<file path="src/rtl/lga_pkg.sv">
// Shared constants for the logic unit arbiter: opcodes, FSM encoding, widths.
package lga_pkg;

  localparam int OP_W = 3;
  localparam int ID_W = 3;

  localparam logic [OP_W-1:0] OP_NOT  = 3'd0;
  localparam logic [OP_W-1:0] OP_AND  = 3'd1;
  localparam logic [OP_W-1:0] OP_OR   = 3'd2;
  localparam logic [OP_W-1:0] OP_NAND = 3'd3;
  localparam logic [OP_W-1:0] OP_NOR  = 3'd4;
  localparam logic [OP_W-1:0] OP_XOR  = 3'd5;
  localparam logic [OP_W-1:0] OP_XNOR = 3'd6;
  localparam logic [OP_W-1:0] OP_RSVD = 3'd7;

  typedef enum logic [1:0] {
    S_IDLE = 2'd0,
    S_EXEC = 2'd1,
    S_RESP = 2'd2
  } state_t;

endpackage

</file>
<file path="src/rtl/logic_unit_arbiter_if.sv">
// Request/response bundle between the requesters and the logic unit arbiter.
// Optional macro LGA_ILLEGAL_OP_CHECK_EN adds the o_rsp_err signal.
interface logic_unit_arbiter_if #(
  parameter int NUM_REQ = 4,
  parameter int DATA_W  = 8
);
  logic [NUM_REQ-1:0]        i_req_valid;
  logic [3*NUM_REQ-1:0]      i_req_op;
  logic [DATA_W*NUM_REQ-1:0] i_req_a;
  logic [DATA_W*NUM_REQ-1:0] i_req_b;
  logic [NUM_REQ-1:0]        o_req_ready;
  logic                      o_rsp_valid;
  logic [2:0]                o_rsp_id;
  logic [DATA_W-1:0]         o_rsp_y;
  logic                      i_rsp_ready;
`ifdef LGA_ILLEGAL_OP_CHECK_EN
  logic                      o_rsp_err;
`endif

  // Requester / consumer side
  modport master (
    output i_req_valid, i_req_op, i_req_a, i_req_b, i_rsp_ready,
`ifdef LGA_ILLEGAL_OP_CHECK_EN
    input  o_rsp_err,
`endif
    input  o_req_ready, o_rsp_valid, o_rsp_id, o_rsp_y
  );

  // Arbiter side
  modport slave (
    input  i_req_valid, i_req_op, i_req_a, i_req_b, i_rsp_ready,
`ifdef LGA_ILLEGAL_OP_CHECK_EN
    output o_rsp_err,
`endif
    output o_req_ready, o_rsp_valid, o_rsp_id, o_rsp_y
  );

endinterface

</file>
<file path="src/rtl/lga_rr_arbiter.sv">
// Combinational round-robin picker: first valid index scanning upward from
// pointer+1 (wrapping at NUM_REQ). Produces a one-hot grant and its index.
module lga_rr_arbiter
  import lga_pkg::*;
#(
  parameter int NUM_REQ = 4
) (
  input  logic [NUM_REQ-1:0] i_valid,
  input  logic [ID_W-1:0]    i_ptr,
  output logic [NUM_REQ-1:0] o_grant,
  output logic [ID_W-1:0]    o_idx,
  output logic               o_any
);

  logic [7:0]         valid_ext_s;
  logic [3:0]         sum_s;
  logic [ID_W-1:0]    idx_s;
  logic               found_s;
  logic [NUM_REQ-1:0] grant_s;

  // Scan candidates in priority order and keep the first valid one
  always_comb begin
    valid_ext_s = 8'(i_valid);
    sum_s       = 4'd0;
    idx_s       = 3'd0;
    found_s     = 1'b0;
    grant_s     = {NUM_REQ{1'b0}};
    for (int i = 1; i <= NUM_REQ; i++) begin
      sum_s = {1'b0, i_ptr} + 4'(i);
      if (sum_s >= 4'(NUM_REQ)) begin
        sum_s = sum_s - 4'(NUM_REQ);
      end else begin
        sum_s = sum_s;
      end
      if (!found_s && valid_ext_s[sum_s[2:0]]) begin
        found_s = 1'b1;
        idx_s   = sum_s[2:0];
      end else begin
        found_s = found_s;
      end
    end
    for (int k = 0; k < NUM_REQ; k++) begin
      grant_s[k] = found_s && (idx_s == 3'(k));
    end
  end

  assign o_grant = grant_s;
  assign o_idx   = idx_s;
  assign o_any   = found_s;

endmodule

</file>
<file path="src/rtl/logic_unit_arbiter.sv">
// Shares one bitwise logic function unit between NUM_REQ requesters.
// Round-robin grant in IDLE, one compute cycle in EXEC, result held in RESP
// until the consumer takes it. Optional macro LGA_ILLEGAL_OP_CHECK_EN flags
// the reserved opcode on o_rsp_err.
module logic_unit_arbiter
  import lga_pkg::*;
#(
  parameter int NUM_REQ = 4,
  parameter int DATA_W  = 8
) (
  input  logic                  i_clk,
  input  logic                  i_rst,
  logic_unit_arbiter_if.slave   bus
);

  state_t             state_q, state_d;
  logic [ID_W-1:0]    ptr_q, ptr_d;
  logic [OP_W-1:0]    op_q, op_d;
  logic [DATA_W-1:0]  a_q, a_d;
  logic [DATA_W-1:0]  b_q, b_d;
  logic [ID_W-1:0]    id_q, id_d;
  logic               rsp_valid_q, rsp_valid_d;
  logic [DATA_W-1:0]  rsp_y_q, rsp_y_d;
  logic [ID_W-1:0]    rsp_id_q, rsp_id_d;
`ifdef LGA_ILLEGAL_OP_CHECK_EN
  logic               rsp_err_q, rsp_err_d;
`endif

  logic [NUM_REQ-1:0] grant_s;
  logic [ID_W-1:0]    win_idx_s;
  logic               any_s;
  logic [NUM_REQ-1:0] req_ready_s;
  logic [OP_W-1:0]    sel_op_s;
  logic [DATA_W-1:0]  sel_a_s;
  logic [DATA_W-1:0]  sel_b_s;
  logic [DATA_W-1:0]  fu_y_s;

  lga_rr_arbiter #(.NUM_REQ(NUM_REQ)) u_rr (
    .i_valid (bus.i_req_valid),
    .i_ptr   (ptr_q),
    .o_grant (grant_s),
    .o_idx   (win_idx_s),
    .o_any   (any_s)
  );

  // Route the winning requester's opcode and operands (grant is one-hot)
  always_comb begin
    sel_op_s = {OP_W{1'b0}};
    sel_a_s  = {DATA_W{1'b0}};
    sel_b_s  = {DATA_W{1'b0}};
    for (int k = 0; k < NUM_REQ; k++) begin
      if (grant_s[k]) begin
        sel_op_s = bus.i_req_op[k*OP_W +: OP_W];
        sel_a_s  = bus.i_req_a[k*DATA_W +: DATA_W];
        sel_b_s  = bus.i_req_b[k*DATA_W +: DATA_W];
      end else begin
        sel_op_s = sel_op_s;
      end
    end
  end

  // Shared bitwise function unit on the latched operands
  always_comb begin
    fu_y_s = {DATA_W{1'b0}};
    case (op_q)
      OP_NOT:  fu_y_s = ~a_q;
      OP_AND:  fu_y_s = a_q & b_q;
      OP_OR:   fu_y_s = a_q | b_q;
      OP_NAND: fu_y_s = ~(a_q & b_q);
      OP_NOR:  fu_y_s = ~(a_q | b_q);
      OP_XOR:  fu_y_s = a_q ^ b_q;
      OP_XNOR: fu_y_s = ~(a_q ^ b_q);
      default: fu_y_s = {DATA_W{1'b0}};
    endcase
  end

  // Next-state and accept strobe for the accept / compute / respond sequence
  always_comb begin
    state_d     = state_q;
    ptr_d       = ptr_q;
    op_d        = op_q;
    a_d         = a_q;
    b_d         = b_q;
    id_d        = id_q;
    rsp_valid_d = rsp_valid_q;
    rsp_y_d     = rsp_y_q;
    rsp_id_d    = rsp_id_q;
`ifdef LGA_ILLEGAL_OP_CHECK_EN
    rsp_err_d   = rsp_err_q;
`endif
    req_ready_s = {NUM_REQ{1'b0}};
    case (state_q)
      S_IDLE: begin
        if (any_s) begin
          req_ready_s = grant_s;
          op_d        = sel_op_s;
          a_d         = sel_a_s;
          b_d         = sel_b_s;
          id_d        = win_idx_s;
          state_d     = S_EXEC;
        end else begin
          state_d     = S_IDLE;
        end
      end
      S_EXEC: begin
        rsp_y_d     = fu_y_s;
        rsp_id_d    = id_q;
        rsp_valid_d = 1'b1;
`ifdef LGA_ILLEGAL_OP_CHECK_EN
        rsp_err_d   = (op_q == OP_RSVD);
`endif
        state_d     = S_RESP;
      end
      S_RESP: begin
        if (bus.i_rsp_ready) begin
          rsp_valid_d = 1'b0;
`ifdef LGA_ILLEGAL_OP_CHECK_EN
          rsp_err_d   = 1'b0;
`endif
          // Just-served requester drops to lowest priority
          ptr_d       = id_q;
          state_d     = S_IDLE;
        end else begin
          state_d     = S_RESP;
        end
      end
      default: begin
        state_d = S_IDLE;
      end
    endcase
  end

  // State and datapath registers; reset discards any in-flight operation
  always_ff @(posedge i_clk or posedge i_rst) begin
    if (i_rst) begin
      state_q     <= S_IDLE;
      ptr_q       <= ID_W'(NUM_REQ - 1);
      op_q        <= {OP_W{1'b0}};
      a_q         <= {DATA_W{1'b0}};
      b_q         <= {DATA_W{1'b0}};
      id_q        <= {ID_W{1'b0}};
      rsp_valid_q <= 1'b0;
      rsp_y_q     <= {DATA_W{1'b0}};
      rsp_id_q    <= {ID_W{1'b0}};
`ifdef LGA_ILLEGAL_OP_CHECK_EN
      rsp_err_q   <= 1'b0;
`endif
    end else begin
      state_q     <= state_d;
      ptr_q       <= ptr_d;
      op_q        <= op_d;
      a_q         <= a_d;
      b_q         <= b_d;
      id_q        <= id_d;
      rsp_valid_q <= rsp_valid_d;
      rsp_y_q     <= rsp_y_d;
      rsp_id_q    <= rsp_id_d;
`ifdef LGA_ILLEGAL_OP_CHECK_EN
      rsp_err_q   <= rsp_err_d;
`endif
    end
  end

  assign bus.o_req_ready = req_ready_s;
  assign bus.o_rsp_valid = rsp_valid_q;
  assign bus.o_rsp_y     = rsp_y_q;
  assign bus.o_rsp_id    = rsp_id_q;
`ifdef LGA_ILLEGAL_OP_CHECK_EN
  assign bus.o_rsp_err   = rsp_err_q;
`endif

endmodule

</file>
<file path="src/flat_wrapper.sv">
// flat-port wrapper written by rule: the top's interface ports become plain ports
module logic_unit_arbiter_flat import lga_pkg::*;
#(
  parameter int NUM_REQ = 4,
  parameter int DATA_W  = 8
)
  (i_clk, i_rst, bus_i_req_valid, bus_i_req_op, bus_i_req_a, bus_i_req_b, bus_i_rsp_ready, bus_o_req_ready, bus_o_rsp_valid, bus_o_rsp_id, bus_o_rsp_y);
  logic_unit_arbiter_if #(.NUM_REQ(NUM_REQ), .DATA_W(DATA_W)) bus_i ();
  input  logic i_clk;
  input  logic i_rst;
  input wire logic [$bits(bus_i.i_req_valid)-1:0] bus_i_req_valid;
  input wire logic [$bits(bus_i.i_req_op)-1:0] bus_i_req_op;
  input wire logic [$bits(bus_i.i_req_a)-1:0] bus_i_req_a;
  input wire logic [$bits(bus_i.i_req_b)-1:0] bus_i_req_b;
  input wire logic [$bits(bus_i.i_rsp_ready)-1:0] bus_i_rsp_ready;
  output wire logic [$bits(bus_i.o_req_ready)-1:0] bus_o_req_ready;
  output wire logic [$bits(bus_i.o_rsp_valid)-1:0] bus_o_rsp_valid;
  output wire logic [$bits(bus_i.o_rsp_id)-1:0] bus_o_rsp_id;
  output wire logic [$bits(bus_i.o_rsp_y)-1:0] bus_o_rsp_y;
  assign bus_i.i_req_valid = bus_i_req_valid;
  assign bus_i.i_req_op = bus_i_req_op;
  assign bus_i.i_req_a = bus_i_req_a;
  assign bus_i.i_req_b = bus_i_req_b;
  assign bus_i.i_rsp_ready = bus_i_rsp_ready;
  assign bus_o_req_ready = bus_i.o_req_ready;
  assign bus_o_rsp_valid = bus_i.o_rsp_valid;
  assign bus_o_rsp_id = bus_i.o_rsp_id;
  assign bus_o_rsp_y = bus_i.o_rsp_y;
  logic_unit_arbiter #(.NUM_REQ(NUM_REQ), .DATA_W(DATA_W)) u_core (.i_clk(i_clk), .i_rst(i_rst), .bus(bus_i));
endmodule
</file>
<file path="config.mk">
export PLATFORM = sky130hd
export DESIGN_NAME = logic_unit_arbiter_flat
export DESIGN_NICKNAME = d
export VERILOG_FILES = /design/src/rtl/lga_pkg.sv /design/src/rtl/logic_unit_arbiter_if.sv /design/src/rtl/lga_rr_arbiter.sv /design/src/rtl/logic_unit_arbiter.sv /design/src/flat_wrapper.sv
export SDC_FILE = /design/constraint.sdc
export NUM_CORES = 1
export LEC_CHECK = 0
export BUFFER_PORTS_ARGS = -buffer_cell sky130_fd_sc_hd__buf_2
export CAP_MARGIN = 10
export CORE_MARGIN = 1.5
export CORE_UTILIZATION = 38
export DETAILED_ROUTE_END_ITERATION = 8
export GPL_TIMING_DRIVEN = 0
export PLACE_DENSITY = 0.73
export SETUP_SLACK_MARGIN = 0.02
export SLEW_MARGIN = 20
export SYNTH_ARGS = -nofsm -noshare
export SYNTH_HDL_FRONTEND = slang
export SYNTH_SLANG_ARGS = --single-unit
export TNS_END_PERCENT = 10
</file>
<file path="constraint.sdc">
create_clock -name i_clk -period 3.5 [get_ports i_clk]
set_input_delay 0.525 -clock i_clk [delete_from_list [all_inputs] [get_ports i_clk]]
set_output_delay 0.525 -clock i_clk [all_outputs]
set_load 0.03 [all_outputs]
</file>
==> run_results.csv <==
group,metric,value,unit
status,run_status,"completed",
yosys,netlist_instances,340,
yosys,synthArstFlopShare,100,%
finish,n_antenna_cell,0,
sta,post-route-min-period,3.50,ns
finish,finalNetCount,557,
yosys,synth_nets,441,
worst_setup_path,path_buf_inv,4,
clocking,tritoncts,"done",
floorplan,start_util,39.7,%
place,place_congestion,0.875,
grt,antenna_found_initial,0,
worst_setup_path,critPathLaunchType,"register",
drt,drtPass1Iterations,4,
worst_setup_path,cp_data_arrival_time,2.97,ns
worst_setup_path,critPathTopFamily,"multiplexers",
floorplan,die-area,8190,µm²
worst_setup_path,criticalPathCategory,"reg2out",
pwr,peakVddDrop,0.662,mV
grt,grt_pass1_wl,13600,µm
yosys,ys.flop_type,"dfrtp_1",
floorplan,die_h,90.5,µm
worst_setup_path,path_max_fanout,10,
drt,wl_per_cell,15.1,µm
floorplan,rows,31,
yosys,avgSynthCellArea,8.56,µm²
worst_setup_path,cp_num_cells,10,
sta,finalSetupViolCount,0,
sta,tightestPinTransition,0.666,ns
finish,layout_commonest_cell,"buf_2",
sta,finClkSkew,0.0100,ns
drt,viasPerCell,5.40,
floorplan,die_w,90.5,µm
clocking,cts-root-buf,"clkbuf_8",
sta,relSlewSlack,55.6,%
hold_path,hold_class,"in2async",
worst_setup_path,crit_path_end_kind,"output pin",
finish,final_cell_mix,"buf_2, nand2_1, dfrtp_1",
clocking,cts_buffers,5,
yosys,yosys_warnings,0,
worst_setup_path,reg2reg_depth,12,
worst_setup_path,cp_slowest_cell,"dfstp_2",
floorplan,io_pins,99,
yosys,ys_types,46,
yosys,yosysSeqAreaShare,33.6,%
yosys,synth_edf_count,0,
grt,overflow,0,
worst_setup_path,r2r_slack,0.30,ns
yosys,synthesis.area,2910,µm²
place,hpwlAfterDp,6420,µm
finish,syn2layout_area_growth,32.4,%
grt,grt_max_degree,30,
clocking,htreeDepth,2,
flow_run,max-cap-violations,0,
drt,drt_iter0_markers,136,
pwr,p_per_area,1190,nW/µm²
pwr,p_total,4.59,mW
sta,max_freq,0.286,GHz
worst_setup_path,cp.required,2.97,ns
clocking,cts.clk_slew.worst_paths,0.08,ns
pwr,p_leak,1.89,nW
sta,fin_crit_sh,99.9,%
worst_setup_path,cpPeakStageDelay,0.55,ns
worst_setup_path,crit_chain,"buf_6, clkinvlp_4, ha_4, mux4_2, o221ai_4, o2bb2ai_4, mux2_4, buf_6, and3_1, buf_6",
drt,drc_errors,0,
clocking,clkLatencyLatePin,0.30,ns
sta,finalHoldViolCount,0,
worst_setup_path,path_common_cell,"buf_6",
floorplan,core,7330,µm²
place,port_buffers,98,
grt,first_global_vias,2832,
sta,drv_slew,0,
grt,grt_usage,20.4,%
drt,routed_wl,8400,µm
sta,rsz0062_at_grt,"yes",
drt,num_vias,3004,
finish,final_core_util,52.6,%
drt,drt.antenna.violating_nets,0,
yosys,ys_ff_latch,39,
clocking,clockBufferDepth,2,
clocking,clock-sinks,39,
finish,drive_above_1_share,33.9,%
-- stage by stage --
stage	TNS [ns]	std cells	hold WS, ns	worst slack, ns	area [µm²]
final	0	556	0.146	0.00224	3850
after global routing	-0.231	556	0.150	-0.112	3850
after CTS	-0.00239	554	0.149	-0.00239	3780
after detailed placement	-0.794	538	0.460	-0.269	3540
after global placement	-0.542	537	0.457	-0.194	3520
after floorplan	0	340	0.449	0.0591	2910
-- sequential cells by signal (all words and copies together) (netlist names) --
signal,cells
u_core.bus.o_rsp_valid,1
u_core.ptr_q,3
u_core.b_q,8
u_core.a_q,8
u_core.bus.o_rsp_id,3
u_core.state_q,2
u_core.op_q,3
u_core.id_q,3
u_core.bus.o_rsp_y,8
-- final timing paths --
path | from | to
setup / recovery | u_core.ptr_q[0] | bus_o_req_ready[0]
hold / removal | i_rst | u_core.bus.o_rsp_y[2]
setup reg to reg | u_core.ptr_q[0] | u_core.b_q[1]
hold reg to reg | u_core.bus.o_rsp_id[1] | u_core.bus.o_rsp_id[1]
max in group asynchronous | i_rst | u_core.ptr_q[1]
min in group i_clk | bus_i_rsp_ready | u_core.state_q[1]
-- power by group --
group	leakage, nW	internal [mW]	switching [mW]	total (mW)
Clock	0.0612	0.231	0.168	0.399
Combinational	1.37	1.43	1.86	3.29
Sequential	0.465	0.698	0.202	0.900
-- area by class of cell --
| type | count | area [µm²] |
|---|---|---|
| inverter | 23 | 90.1 |
| tap | 99 | 124 |
| timing repair buffer | 109 | 604 |
| sequential | 39 | 978 |
| buffer | 24 | 151 |
| clock inverter | 2 | 35.0 |
| multi-input combinational | 254 | 1790 |
| clock buffer | 6 | 82.6 |
| fill | 696 | 3480 |
-- cell families (layout without fill, tap and decap cells) --
family | after synthesis | in the layout | synth area share, %
and+or+nand+nor | 102 | 102 | 15.2
adders and majority gates | 18 | 18 | 7.74
AOI/OAI and AO/OA | 109 | 109 | 27.1
DFF | 39 | 39 | 33.6
buffers and inverters | 47 | 164 | 7.01
muxes | 23 | 23 | 8.69
xor gates and xnor gates | 2 | 2 | 0.602
-- metal layers --
metal  wire length [µm]  track usage, %  share of wire, %  vias to the layer above
li1                   -               -                 -                     1462
met5                  0               0                 0                        -
met2               4050            33.4                48                      121
met4                257            8.20               3.1                        0
met3                410            3.62               4.9                       23
met1               3680            26.6                44                     1398
-- cell usage after synthesis, types with 2 or more instances --
master,instances,area (µm²)
a2111oi_0,2,17.5
a211oi_1,3,22.5
a21oi_1,5,25.0
a22o_1,19,166
a311oi_1,2,17.5
a31oi_1,21,131
and2_1,2,12.5
and3_1,4,25.0
buf_1,2,7.51
buf_2,7,35.0
buf_6,2,22.5
clkbuf_1,12,45.0
dfrtp_1,37,926
dfstp_2,2,52.6
ha_1,18,225
inv_1,23,86.3
mux2_2,8,90.1
mux2i_1,14,140
nand2_1,64,240
nand2b_1,5,31.3
nor2_1,17,63.8
nor2b_1,3,18.8
nor3_1,2,10.0
o21a_1,2,15.0
o21ai_0,17,85.1
o221ai_1,4,35.0
o22a_1,2,17.5
o22ai_1,21,131
o2bb2ai_1,2,17.5
xor2_1,2,17.5
-- what timing repair did --
item,4_1_cts,5_1_grt
hold buffers,0,0
buffers inserted,8,2
gates resized for setup,17,13
endpoints found under the setup margin,4,4
pin swaps,5,2
Note: power is estimated with default switching activity, not from simulation.
